<file path="src/rtl/scrambler_sequencer.sv">
`default_nettype none
// ============================================================================
// Module   : scrambler_sequencer
// Purpose  : 802.11a TX frame controller. Computes Nsym/pad, then feeds the
//            scrambler with SERVICE, PSDU, TAIL and PAD bits in order.
// Revision : 1.0
// ============================================================================
module scrambler_sequencer (
    input  logic        clk,
    input  logic        rst_n,
    input  logic        start,
    input  logic [11:0] length,
    input  logic [7:0]  ndbps,
    output logic        mac_req,
    input  logic        mac_bit,
    input  logic        mac_valid,
    output logic        scr_en,
    output logic        scr_data_in,
    input  logic        scr_data_out,
    output logic        out_bit,
    output logic        out_valid,
    output logic        busy,
    output logic        done,
    output logic        err,
    output logic [10:0] nsym
);

    typedef enum logic [2:0] {
        S_IDLE    = 3'd0,
        S_CALC    = 3'd1,
        S_SERVICE = 3'd2,
        S_PSDU    = 3'd3,
        S_TAIL    = 3'd4,
        S_PAD     = 3'd5
    } state_t;

    state_t      r_state;
    state_t      w_state_nx;
    logic [11:0] r_len;
    logic [7:0]  r_ndbps;
    logic [15:0] r_acc;
    logic [10:0] r_nsym;
    logic [7:0]  r_pad;
    logic [14:0] r_cnt;
    logic        r_out_bit;
    logic        r_out_valid;
    logic        r_done;
    logic        r_err;

    logic        w_ndbps_legal;
    logic        w_accept;
    logic        w_req_ok;
    logic        w_underrun;
    logic        w_last_in;
    logic [14:0] w_psdu_bits;
    logic [15:0] w_need;
    logic [15:0] w_acc_sum;

    always_comb begin
        case (ndbps)
            8'd24, 8'd36, 8'd48, 8'd72,
            8'd96, 8'd144, 8'd192, 8'd216: w_ndbps_legal = 1'b1;
            default:                       w_ndbps_legal = 1'b0;
        endcase
    end

    // The Done cycle is already IDLE but still busy, so a Start there is ignored.
    assign w_accept    = (r_state == S_IDLE) && start && !r_out_valid;
    assign w_req_ok    = w_accept && (length != 12'd0) && w_ndbps_legal;
    assign w_psdu_bits = {r_len, 3'b000};
    assign w_need      = {1'b0, w_psdu_bits} + 16'd22;
    assign w_acc_sum   = r_acc + {8'd0, r_ndbps};
    assign w_underrun  = (r_state == S_PSDU) && !mac_valid;

    always_comb begin
        w_state_nx  = r_state;
        scr_en      = 1'b0;
        scr_data_in = 1'b0;
        mac_req     = 1'b0;
        w_last_in   = 1'b0;
        case (r_state)
            S_IDLE: begin
                if (w_req_ok) w_state_nx = S_CALC;
            end
            S_CALC: begin
                if (w_acc_sum >= w_need) w_state_nx = S_SERVICE;
            end
            S_SERVICE: begin
                scr_en = 1'b1;
                if (r_cnt == 15'd15) w_state_nx = S_PSDU;
            end
            S_PSDU: begin
                scr_en      = 1'b1;
                mac_req     = 1'b1;
                scr_data_in = mac_bit;
                if (!mac_valid)                          w_state_nx = S_IDLE;
                else if (r_cnt == w_psdu_bits - 15'd1)   w_state_nx = S_TAIL;
            end
            S_TAIL: begin
                scr_en = 1'b1;
                if (r_cnt == 15'd5) begin
                    if (r_pad == 8'd0) begin
                        w_state_nx = S_IDLE;
                        w_last_in  = 1'b1;
                    end else begin
                        w_state_nx = S_PAD;
                    end
                end
            end
            S_PAD: begin
                scr_en = 1'b1;
                if (r_cnt == {7'd0, r_pad} - 15'd1) begin
                    w_state_nx = S_IDLE;
                    w_last_in  = 1'b1;
                end
            end
            default: w_state_nx = S_IDLE;
        endcase
    end

    always_ff @(posedge clk or negedge rst_n) begin
        if (!rst_n) begin
            r_state     <= S_IDLE;
            r_len       <= 12'd0;
            r_ndbps     <= 8'd0;
            r_acc       <= 16'd0;
            r_nsym      <= 11'd0;
            r_pad       <= 8'd0;
            r_cnt       <= 15'd0;
            r_out_bit   <= 1'b0;
            r_out_valid <= 1'b0;
            r_done      <= 1'b0;
            r_err       <= 1'b0;
        end else begin
            r_state     <= w_state_nx;
            r_cnt       <= (w_state_nx != r_state) ? 15'd0 : r_cnt + 15'd1;
            r_err       <= (w_accept && !w_req_ok) || w_underrun;
            r_done      <= w_last_in;
            r_out_valid <= scr_en && !w_underrun;
            // Scrambled tail bits are forced to zero so the encoder terminates.
            r_out_bit   <= (scr_en && (r_state != S_TAIL)) ? scr_data_out : 1'b0;
            if (w_req_ok) begin
                r_len   <= length;
                r_ndbps <= ndbps;
                r_acc   <= 16'd0;
                r_nsym  <= 11'd0;
            end
            if (r_state == S_CALC) begin
                r_acc  <= w_acc_sum;
                r_nsym <= r_nsym + 11'd1;
                if (w_acc_sum >= w_need) r_pad <= w_acc_sum[7:0] - w_need[7:0];
            end
        end
    end

    assign out_bit   = r_out_bit;
    assign out_valid = r_out_valid;
    assign done      = r_done;
    assign err       = r_err;
    assign nsym      = r_nsym;
    assign busy      = (r_state != S_IDLE) || r_out_valid;

endmodule
`default_nettype wire

</file>
<file path="config.mk">
export PLATFORM = sky130hd
export DESIGN_NAME = scrambler_sequencer
export DESIGN_NICKNAME = d
export VERILOG_FILES = /design/src/rtl/scrambler_sequencer.sv
export SDC_FILE = /design/constraint.sdc
export NUM_CORES = 1
export LEC_CHECK = 0
export CAP_MARGIN = 0
export CORE_ASPECT_RATIO = 0.75
export CORE_MARGIN = 2
export CORE_UTILIZATION = 64
export DETAILED_ROUTE_END_ITERATION = 6
export PLACE_DENSITY = 0.87
export SYNTH_ARGS = -nofsm -noshare
export SYNTH_HDL_FRONTEND = slang
export SYNTH_SLANG_ARGS = --single-unit
</file>
<file path="constraint.sdc">
create_clock -name clk -period 8.7 [get_ports clk]
set_clock_uncertainty 0.2 [all_clocks]
set_input_delay 1.305 -clock clk [delete_from_list [all_inputs] [get_ports clk]]
set_output_delay 1.305 -clock clk [all_outputs]
set_load 0.05 [all_outputs]
</file>
---- After elaboration in Yosys (flattened, before gate mapping) ----
Cells that the tools add are included.
operators by class
  $add $sub $neg .......................... 7
  order comparisons ....................... 1
  eq/ne operators ......................... 19
  muxes and demuxes ....................... 23
  reductions and logical operators ........ 22
operators by type and width
  cell                                                 number
  two-way mux 16 bit                                   2
  == test 15 bit                                       2
  == test 8 bit (second input constant)                3
  two-way mux 3 bit                                    8
  two-way mux 11 bit                                   2
  case mux 3 bit (6 select lines)                      1
  adder 15 x 5 -> 16 bit (second input constant)       1
  adder 16 x 8 -> 16 bit                               1
  == test 8 x 6 -> 1 bit (second input constant)       2
  == test 8 x 7 -> 1 bit (second input constant)       2
  greater-or-equal comparator 16 bit                   1
  adder 15 x 1 -> 15 bit (second input constant)       1
  == test 15 x 3 -> 1 bit (second input constant)      1
  == test 15 x 4 -> 1 bit (second input constant)      1
  two-way mux 15 bit                                   1
  subtractor 15 x 1 -> 15 bit (second input constant)  1
  nonzero test 12 bit                                  1
  adder 11 x 1 -> 11 bit (second input constant)       1
  subtractor 8 x 1 -> 9 bit (second input constant)    1
  == test 8 x 5 -> 1 bit (second input constant)       1
  logical AND 1 bit                                    8
  zero test 8 bit                                      1
  two-way mux 1 bit                                    8
  OR reduction 8 bit                                   1
  other kinds (14)                                     20
word-level totals
  register bits ........................... 77
  input port bits ......................... 26

---- Depth between registers and ports, before layout ----
Gate-level depths: netlist of run 1.
  word-level depth ........................ 9
  mapped depth ............................ 20
  gate-level depth less buffers ........... 19

---- Least setup slack after synthesis of run 1 ----
Ideal clock, no wire load.
  path kind ............................... register -> register
  start point ............................. register r_acc[0]
  end point ............................... register r_cnt[0]
  library setup time ...................... 0.124 ns
  data arrival time ....................... 4.117 ns
  data required time ...................... 8.376 ns
  path slack .............................. 4.259 ns
  stages on the path, launching flop included .. 21
  buffers on the path ..................... 1
  path through ............................ dfrtp_1 -> ha_1 -> inv_1 -> fa_1 -> nor2b_1 -> o21ai_1 -> a21boi_1 -> o21ai_1 -> a211oi_1 -> nand3_1 -> xnor2_1 -> ha_1 -> o21ai_0 -> nor2_1 -> a2111oi_0 -> o21ai_1 -> o21a_1 -> or3_1 -> o21ai_2 -> buf_6 -> nor3_2
between the ends
  cells in the longest elaborated chain, start to end .. 6
RTL lines
  item                                RTL line  RTL
  from (decl)                         41        logic [15:0] r_acc;
  from (signal assigned)              149       r_acc <= w_acc_sum;
  adder 16 x 8 -> 16 bit              72        assign w_acc_sum = r_acc + {8'd0, r_ndbps};
  greater-or-equal comparator 16 bit  86        if (w_acc_sum >= w_need) w_state_nx = S_SERVICE;
  two-way mux 3 bit                   86
  case mux 3 bit (6 select lines)     81        case (r_state)
  != test 3 bit                       136       r_cnt <= (w_state_nx != r_state) ? 15'd0 : r_cnt + 15'd1;
  two-way mux 15 bit                  136
  to (signal assigned)                136
  to (decl)                           44        logic [14:0] r_cnt;
No other way between the ends.
A chain may end at the register's enable or synchronous reset.

---- Worst setup path in the final report of run 1 ----
  start point ............................. register r_ndbps[0]
  end point ............................... register r_cnt[2]
between the ends
  cells in the longest elaborated chain, start to end .. 6
RTL lines
  item                                RTL line  RTL
  from (decl)                         40        logic [7:0] r_ndbps;
  from (signal assigned)              144       r_ndbps <= ndbps;
  adder 16 x 8 -> 16 bit              72
  greater-or-equal comparator 16 bit  86
  two-way mux 3 bit                   86
  case mux 3 bit (6 select lines)     81
  != test 3 bit                       136
  two-way mux 15 bit                  136
No other way between the ends.

==> results.toml, run 1 <==
[outcome]
status = "finished, final reports clean"

[logic_synthesis]
synth.net_count = 661
syn_area_mm2 = 0.00537
synth-main-ff-cell = "dfrtp_1"
yosysUniqueCellTypes = 74
synth.avg_cell_area_um2 = 8.92
yosys_warnings = 0
synth_edf_count = 0
ys_async_sr_fraction_pct = 100
ys_ff_latch = 77
synthesis.instances = 602
ys_seq_area_share_pct = 35.9

[critical_path]
required_ns = 8.78
critPathLaunchType = "flip-flop"
slowest_stage = "a211oi_1"
crit_chain = "ha_1, inv_1, fa_1, nor2b_1, o21ai_1, a21boi_1, o21ai_1, a211oi_1, nand3_1, xnor2_1, ha_1, o21ai_0, nor2_1, a2111oi_0, o21ai_1, nand2_1, o221ai_2, nor3_1"
max_stage_delay_ns = 0.70
end_kind = "flip-flop"
critPathKind = "reg2reg"
crit_fanout = 15
worstPathArrival_ns = 5.32
crit_top_cell = "o21ai_1"

[layout]
fin_cells = 740
drive_gt1_share_pct = 8.35
nNetsFinal = 689
final_core_util_pct = 75.5
layout_commonest_cell = "nand2_1"
final_cell_mix = "nand2_1, dfrtp_1, clkdlybuf4s50_1, xnor2_1, nand3_1"
diodes = 0
syn_to_final_growth_pct = 12.7

[cts]
clockBufferDepth = 2
cts_hold_buf = 0
cts_sinks = 77
insertion_delay_ns = 0.37
post_cts_buffers = 0
htreeDepth = 3
clk_pin_slew_ns = 0.08
cts_tree = "built"
cts_made_buffers = 9
post_cts_resized = 0
root_buffer = "clkbuf_8"

[grt]
grt_pass1_wl_mm = 21.9
use_met2_pct = 47.2
grt_use_met1_pct = 42.1
grt.overflow.total = 0
busiest_layer = "met2"
use_met3_pct = 7.38
grt_pass1_vias = 4549
grt_use_total_pct = 30.5
grt_max_degree = 78
antenna_found_initial = 0

[timing]
setup_violations = 0
slew_viol_final = 0
clock.fmax_mhz = 191
worst_pin_slew_ns = 0.989
setup_tns_ns = 0
max-slew-margin-rel_pct = 34.1
report.final.hold_viol_count = 0
period_minus_slack_ns = 5.25
rsz0062_at_grt = "no"
period_share_pct = 60.3

[power_and_ir_drop]
power_density_mw_per_mm2 = 370
intPower_mw = 1.17
irDropWorstVdd_v = 0.000219
sw_frac_of_total_pct = 47.6
p_sw_mw = 1.07
power_mw = 2.24
seq_power_share_pct = 31.0
p_comb_share_pct = 55.2
p_leak_nw = 2.63
power_frac_clock_pct = 13.8

[drt]
drt-wirelength-per-cell_um = 17.8
via_per_inst = 6.42
dr.pass1.iters = 6
drc_errors = 0
ant_nets = 0
drt_iter0_markers = 356
vias = 4752
postRouteWirelength_mm = 13.2

[job]
cap_violations = 0

[floorplanning]
die_h_um = 83.4
core_mm2 = 0.00802
dieArea_mm2 = 0.00915
top_level_ports = 45
die_width_um = 110
fp-row-count = 28
initial_core_util_pct = 67.0

[place]
dp.final_hpwl_mm = 9.58
post-place-cells = 724
portBuffers = 44
gp_congestion = 0.900

[hold_path]
hp-class = "reg2reg"
cells by family (layout without fill, tap and decap cells):
group | count (synthesis) | count (layout) | synth area share (%)
buffers and inverters | 54 | 87 | 4.33
adder cells (fa/ha/maj) | 33 | 33 | 7.82
multiplexers | 13 | 13 | 2.70
XOR/XNOR | 57 | 57 | 9.29
flip-flops | 77 | 77 | 35.9
AO/OA/AOI/OAI | 126 | 126 | 16.0
AND/OR/NAND/NOR | 242 | 242 | 23.9
sequential cells by signal, indices dropped and copies added, names as in the netlist:
register and cells:
r_cnt 15, r_pad 8, r_ndbps 8, nsym 11, err 1, done 1, out_bit 1, r_acc 16
out_valid 1, r_len 12, r_state 3
power groups by stage:
stage	combinational (mW)	clock (mW)	sequential, mW
6_report	1.24	0.310	0.693
4_1_cts	1.22	0.310	0.685
3_3_place_gp	1.16	0	0.676
2_1_floorplan	0.876	0	0.699
5_1_grt	1.36	0.326	0.712
3_5_place_dp	1.21	0	0.690
routing by layer:
metal | up-vias | wire (um)
met2 | 227 | 6040
met4 | 0 | 257
met5 | - | 0
met3 | 26 | 1100
met1 | 2265 | 5760
li1 | 2234 | -
critical path, delay by kind of cell, from the launching register on:
family	cells	cell delay (ns)
and+or+nand+nor	5	1.16
DFF	1	0.35
AOI/OAI and AO/OA	8	2.29
adders and majority gates	3	0.91
buffers and inverters	1	0.06
xor gates and xnor gates	1	0.18
layout make-up:
| cell class | count | area (um2) |
|---|---|---|
| multi-input combinational | 471 | 3220 |
| fill | 605 | 1970 |
| sequential | 77 | 1930 |
| timing repair buffer | 48 | 468 |
| clock buffer | 10 | 138 |
| tap | 105 | 131 |
| clock inverter | 6 | 86.3 |
| inverter | 23 | 86.3 |
path summary, 6_finish.rpt:
| check | cells after the start | slack, ns | to | from |
|---|---|---|---|---|
| max | 18 | 3.45 | r_cnt[2] | r_ndbps[0] |
| min | 2 | 0.29 | r_ndbps[3] | r_ndbps[3] |
| max reg2reg | 18 | 3.45 | r_cnt[2] | r_ndbps[0] |
| min reg2reg | 2 | 0.29 | r_ndbps[3] | r_ndbps[3] |
| max in group asynchronous | 1 | 6.76 | r_len[1] | rst_n |
| min in group asynchronous | 1 | 0.88 | done | rst_n |
cells in the mapped netlist (all sizes together), types with 13 or more instances:
cell type	n	area, um2
a31oi	13	103
a21oi	18	90.1
nor3	24	170
dfrtp	77	1930
ha	32	400
nor2	29	109
o21ai	44	224
xnor2	35	307
inv	23	86.3
nand3	33	165
nand2	79	297
nor4	13	96.3
clkbuf	23	87.6
xor2	22	193
per-stage QoR:
step                      setup slack (ns)  instance area (um2)  hold WS [ns]
after floorplan                       4.26                 5370         0.245
after global placement                3.85                 5830         0.266
after detailed placement              3.62                 5830         0.274
after CTS                             3.59                 6050         0.295
after global routing                  3.04                 6050         0.326
final                                 3.45                 6050         0.292
Note: power is estimated with default switching activity, not from simulation.
==> run 2, diff against run 1 <==
--- a/config.mk
+++ b/config.mk
@@ -8,9 +8,9 @@
 export CAP_MARGIN = 0
 export CORE_ASPECT_RATIO = 0.75
 export CORE_MARGIN = 2
-export CORE_UTILIZATION = 64
+export CORE_UTILIZATION = 53
 export DETAILED_ROUTE_END_ITERATION = 6
-export PLACE_DENSITY = 0.87
+export PLACE_DENSITY = 0.77
 export SYNTH_ARGS = -nofsm -noshare
 export SYNTH_HDL_FRONTEND = slang
 export SYNTH_SLANG_ARGS = --single-unit
==> constraint.sdc (replaced) <==
create_clock -name clk -period 4.4 [get_ports clk]
set_clock_uncertainty 0.2 [all_clocks]
set_input_delay 0.66 -clock clk [delete_from_list [all_inputs] [get_ports clk]]
set_output_delay 0.66 -clock clk [all_outputs]
set_load 0.05 [all_outputs]
==> run 2 against run 1 <==
Compared with the run above: die area is 20% higher; cell count is 5.7% higher; largest power group unchanged; sequential share of layout area is 1.9 points lower.
==> results.toml, run 2 (same netlist as run 1, synthesis figures left out) <==
[power_and_ir_drop]
power_mw = 4.78
power_density_mw_per_mm2 = 742
p_leak_nw = 2.78
irDropWorstVdd_v = 0.000350

[grt]
grt_pass1_wl_mm = 22.2
grt_pass1_vias = 4629
grt_max_degree = 78
grt_use_total_pct = 25.3
grt.overflow.total = 0
antenna_found_initial = 0

[place]
dp.final_hpwl_mm = 9.83
dpl-instance-area_mm2 = 0.00597
portBuffers = 44
gp_congestion = 0.917
post-place-cells = 763

[critical_path]
crit_fanout = 7
critPathKind = "reg2reg"
end_kind = "flip-flop"
worstPathArrival_ns = 4.35
required_ns = 4.42
r2r_start = "r_acc[1]"
critPathLaunchType = "flip-flop"
crit_start = "r_acc[1]"

[cts]
insertion_delay_ns = 0.35
cts_tree = "built"
clk_pin_slew_ns = 0.06
cts_made_buffers = 9
root_buffer = "clkbuf_16"
clockBufferDepth = 2
cts_sinks = 77
htreeDepth = 3

[layout]
fin_cells = 782
layout_commonest_cell = "nand2_1"
post-route-cell-area_mm2 = 0.00644
max_flop_register = "r_acc"
top_regs = "r_acc (16), r_cnt (15), r_len (12)"
final_cell_mix = "nand2_1, dfrtp_1, clkdlybuf4s50_1, xnor2_1, nand3_1"
largest_reg_flops = 16
multi_input_area_mm2 = 0.00332
nNetsFinal = 704
drive_gt1_share_pct = 13.4
nFillCells = 815
diodes = 0
syn_to_final_growth_pct = 19.9
seq_area_mm2 = 0.00193

[drt]
postRouteWirelength_mm = 13.6
vias = 4806
ant_nets = 0
drc_errors = 0
drt_iter0_markers = 450
dr.pass1.iters = 4
drt-wirelength-per-cell_um = 17.4
via_per_inst = 6.15

[floorplanning]
die_width_um = 120
core_mm2 = 0.00977
die_h_um = 91.2
initial_core_util_pct = 55.0
top_level_ports = 45
fp-row-count = 31
dieArea_mm2 = 0.0110

[timing]
holdWs_ns = 0.274
period_minus_slack_ns = 4.32
period_share_pct = 98.3
rsz0062_at_grt = "yes"
setup_violations = 0
clock.fmax_mhz = 231
setup_tns_ns = 0
report.final.hold_viol_count = 0
slew_viol_final = 0
max-slew-margin-rel_pct = 34.5
worst_pin_slew_ns = 0.983

[job]
cap_violations = 0

[outcome]
status = "finished, final reports clean"

[hold_path]
hp-class = "in2async"
run 2: layout make-up:
cell class / count / area share (%)
clock buffer: 10 / 3.71
clock inverter: 6 / 1.34
inverter: 23 / 1.34
multi-input combinational: 471 / 51.6
sequential: 77 / 29.9
tap: 132 / 2.56
timing repair buffer: 63 / 9.54
run 2: final timing paths:
| kind | slack (ns) | endpoint | depth (start not counted) |
|---|---|---|---|
| min in group clk | 0.30 | r_ndbps[6] | 2 |
| worst max-delay path | 0.08 | r_cnt[12] | 18 |
| max in group asynchronous | 3.09 | r_len[7] | 1 |
| worst min-delay path | 0.27 | r_state[2] | 1 |
| worst min register to register | 0.30 | r_ndbps[6] | 2 |
| worst max register to register | 0.08 | r_cnt[12] | 18 |
run 2: per-stage QoR:
step / setup WS, ns / util [%]
2_1_floorplan: 0.175 / -
3_3_place_gp: 0.0975 / 61.1
5_1_grt: -0.0567 / 65.9
3_5_place_dp: -0.0820 / 61.1
4_1_cts: 0.0160 / 64.6
6_report: 0.0756 / 65.9
run 2: critical path, cell delays in order, from the launching register on:
cell	delay [ns]
dfrtp_1	0.41
ha_1	0.29
a21o_1	0.18
a21oi_1	0.20
o21ai_1	0.13
a31o_2	0.28
a211o_1	0.30
nand2_1	0.10
xnor2_1	0.07
ha_1	0.33
a21oi_2	0.17
o21ai_2	0.09
a2111oi_4	0.34
o21ai_1	0.14
o21a_1	0.24
or3_4	0.35
o21ai_4	0.10
clkbuf_16	0.20
nor3_2	0.05
run 2: power by group:
part	internal [mW]	switching [mW]	leakage (nW)
Sequential	0.966	0.404	0.975
Combinational	1.12	1.48	1.65
Clock	0.511	0.304	0.158
run 2: routing by layer:
metal	vias to the layer above	GRT usage [%]	wire, um	share of wire (%)
met5	-	0	0	0
met4	0	8.04	257	1.9
met3	24	5.84	1130	8.3
met2	236	39.9	6110	45
met1	2286	34.7	6130	45
li1	2260	-	-	-
run 2: repair_timing:
action	4_1_cts	5_1_grt
hold buffers	0	0
buffers inserted	1	1
gates resized for setup	2	23
cloned	0	1
pin swaps	2	13
setup endpoints to repair	15	19
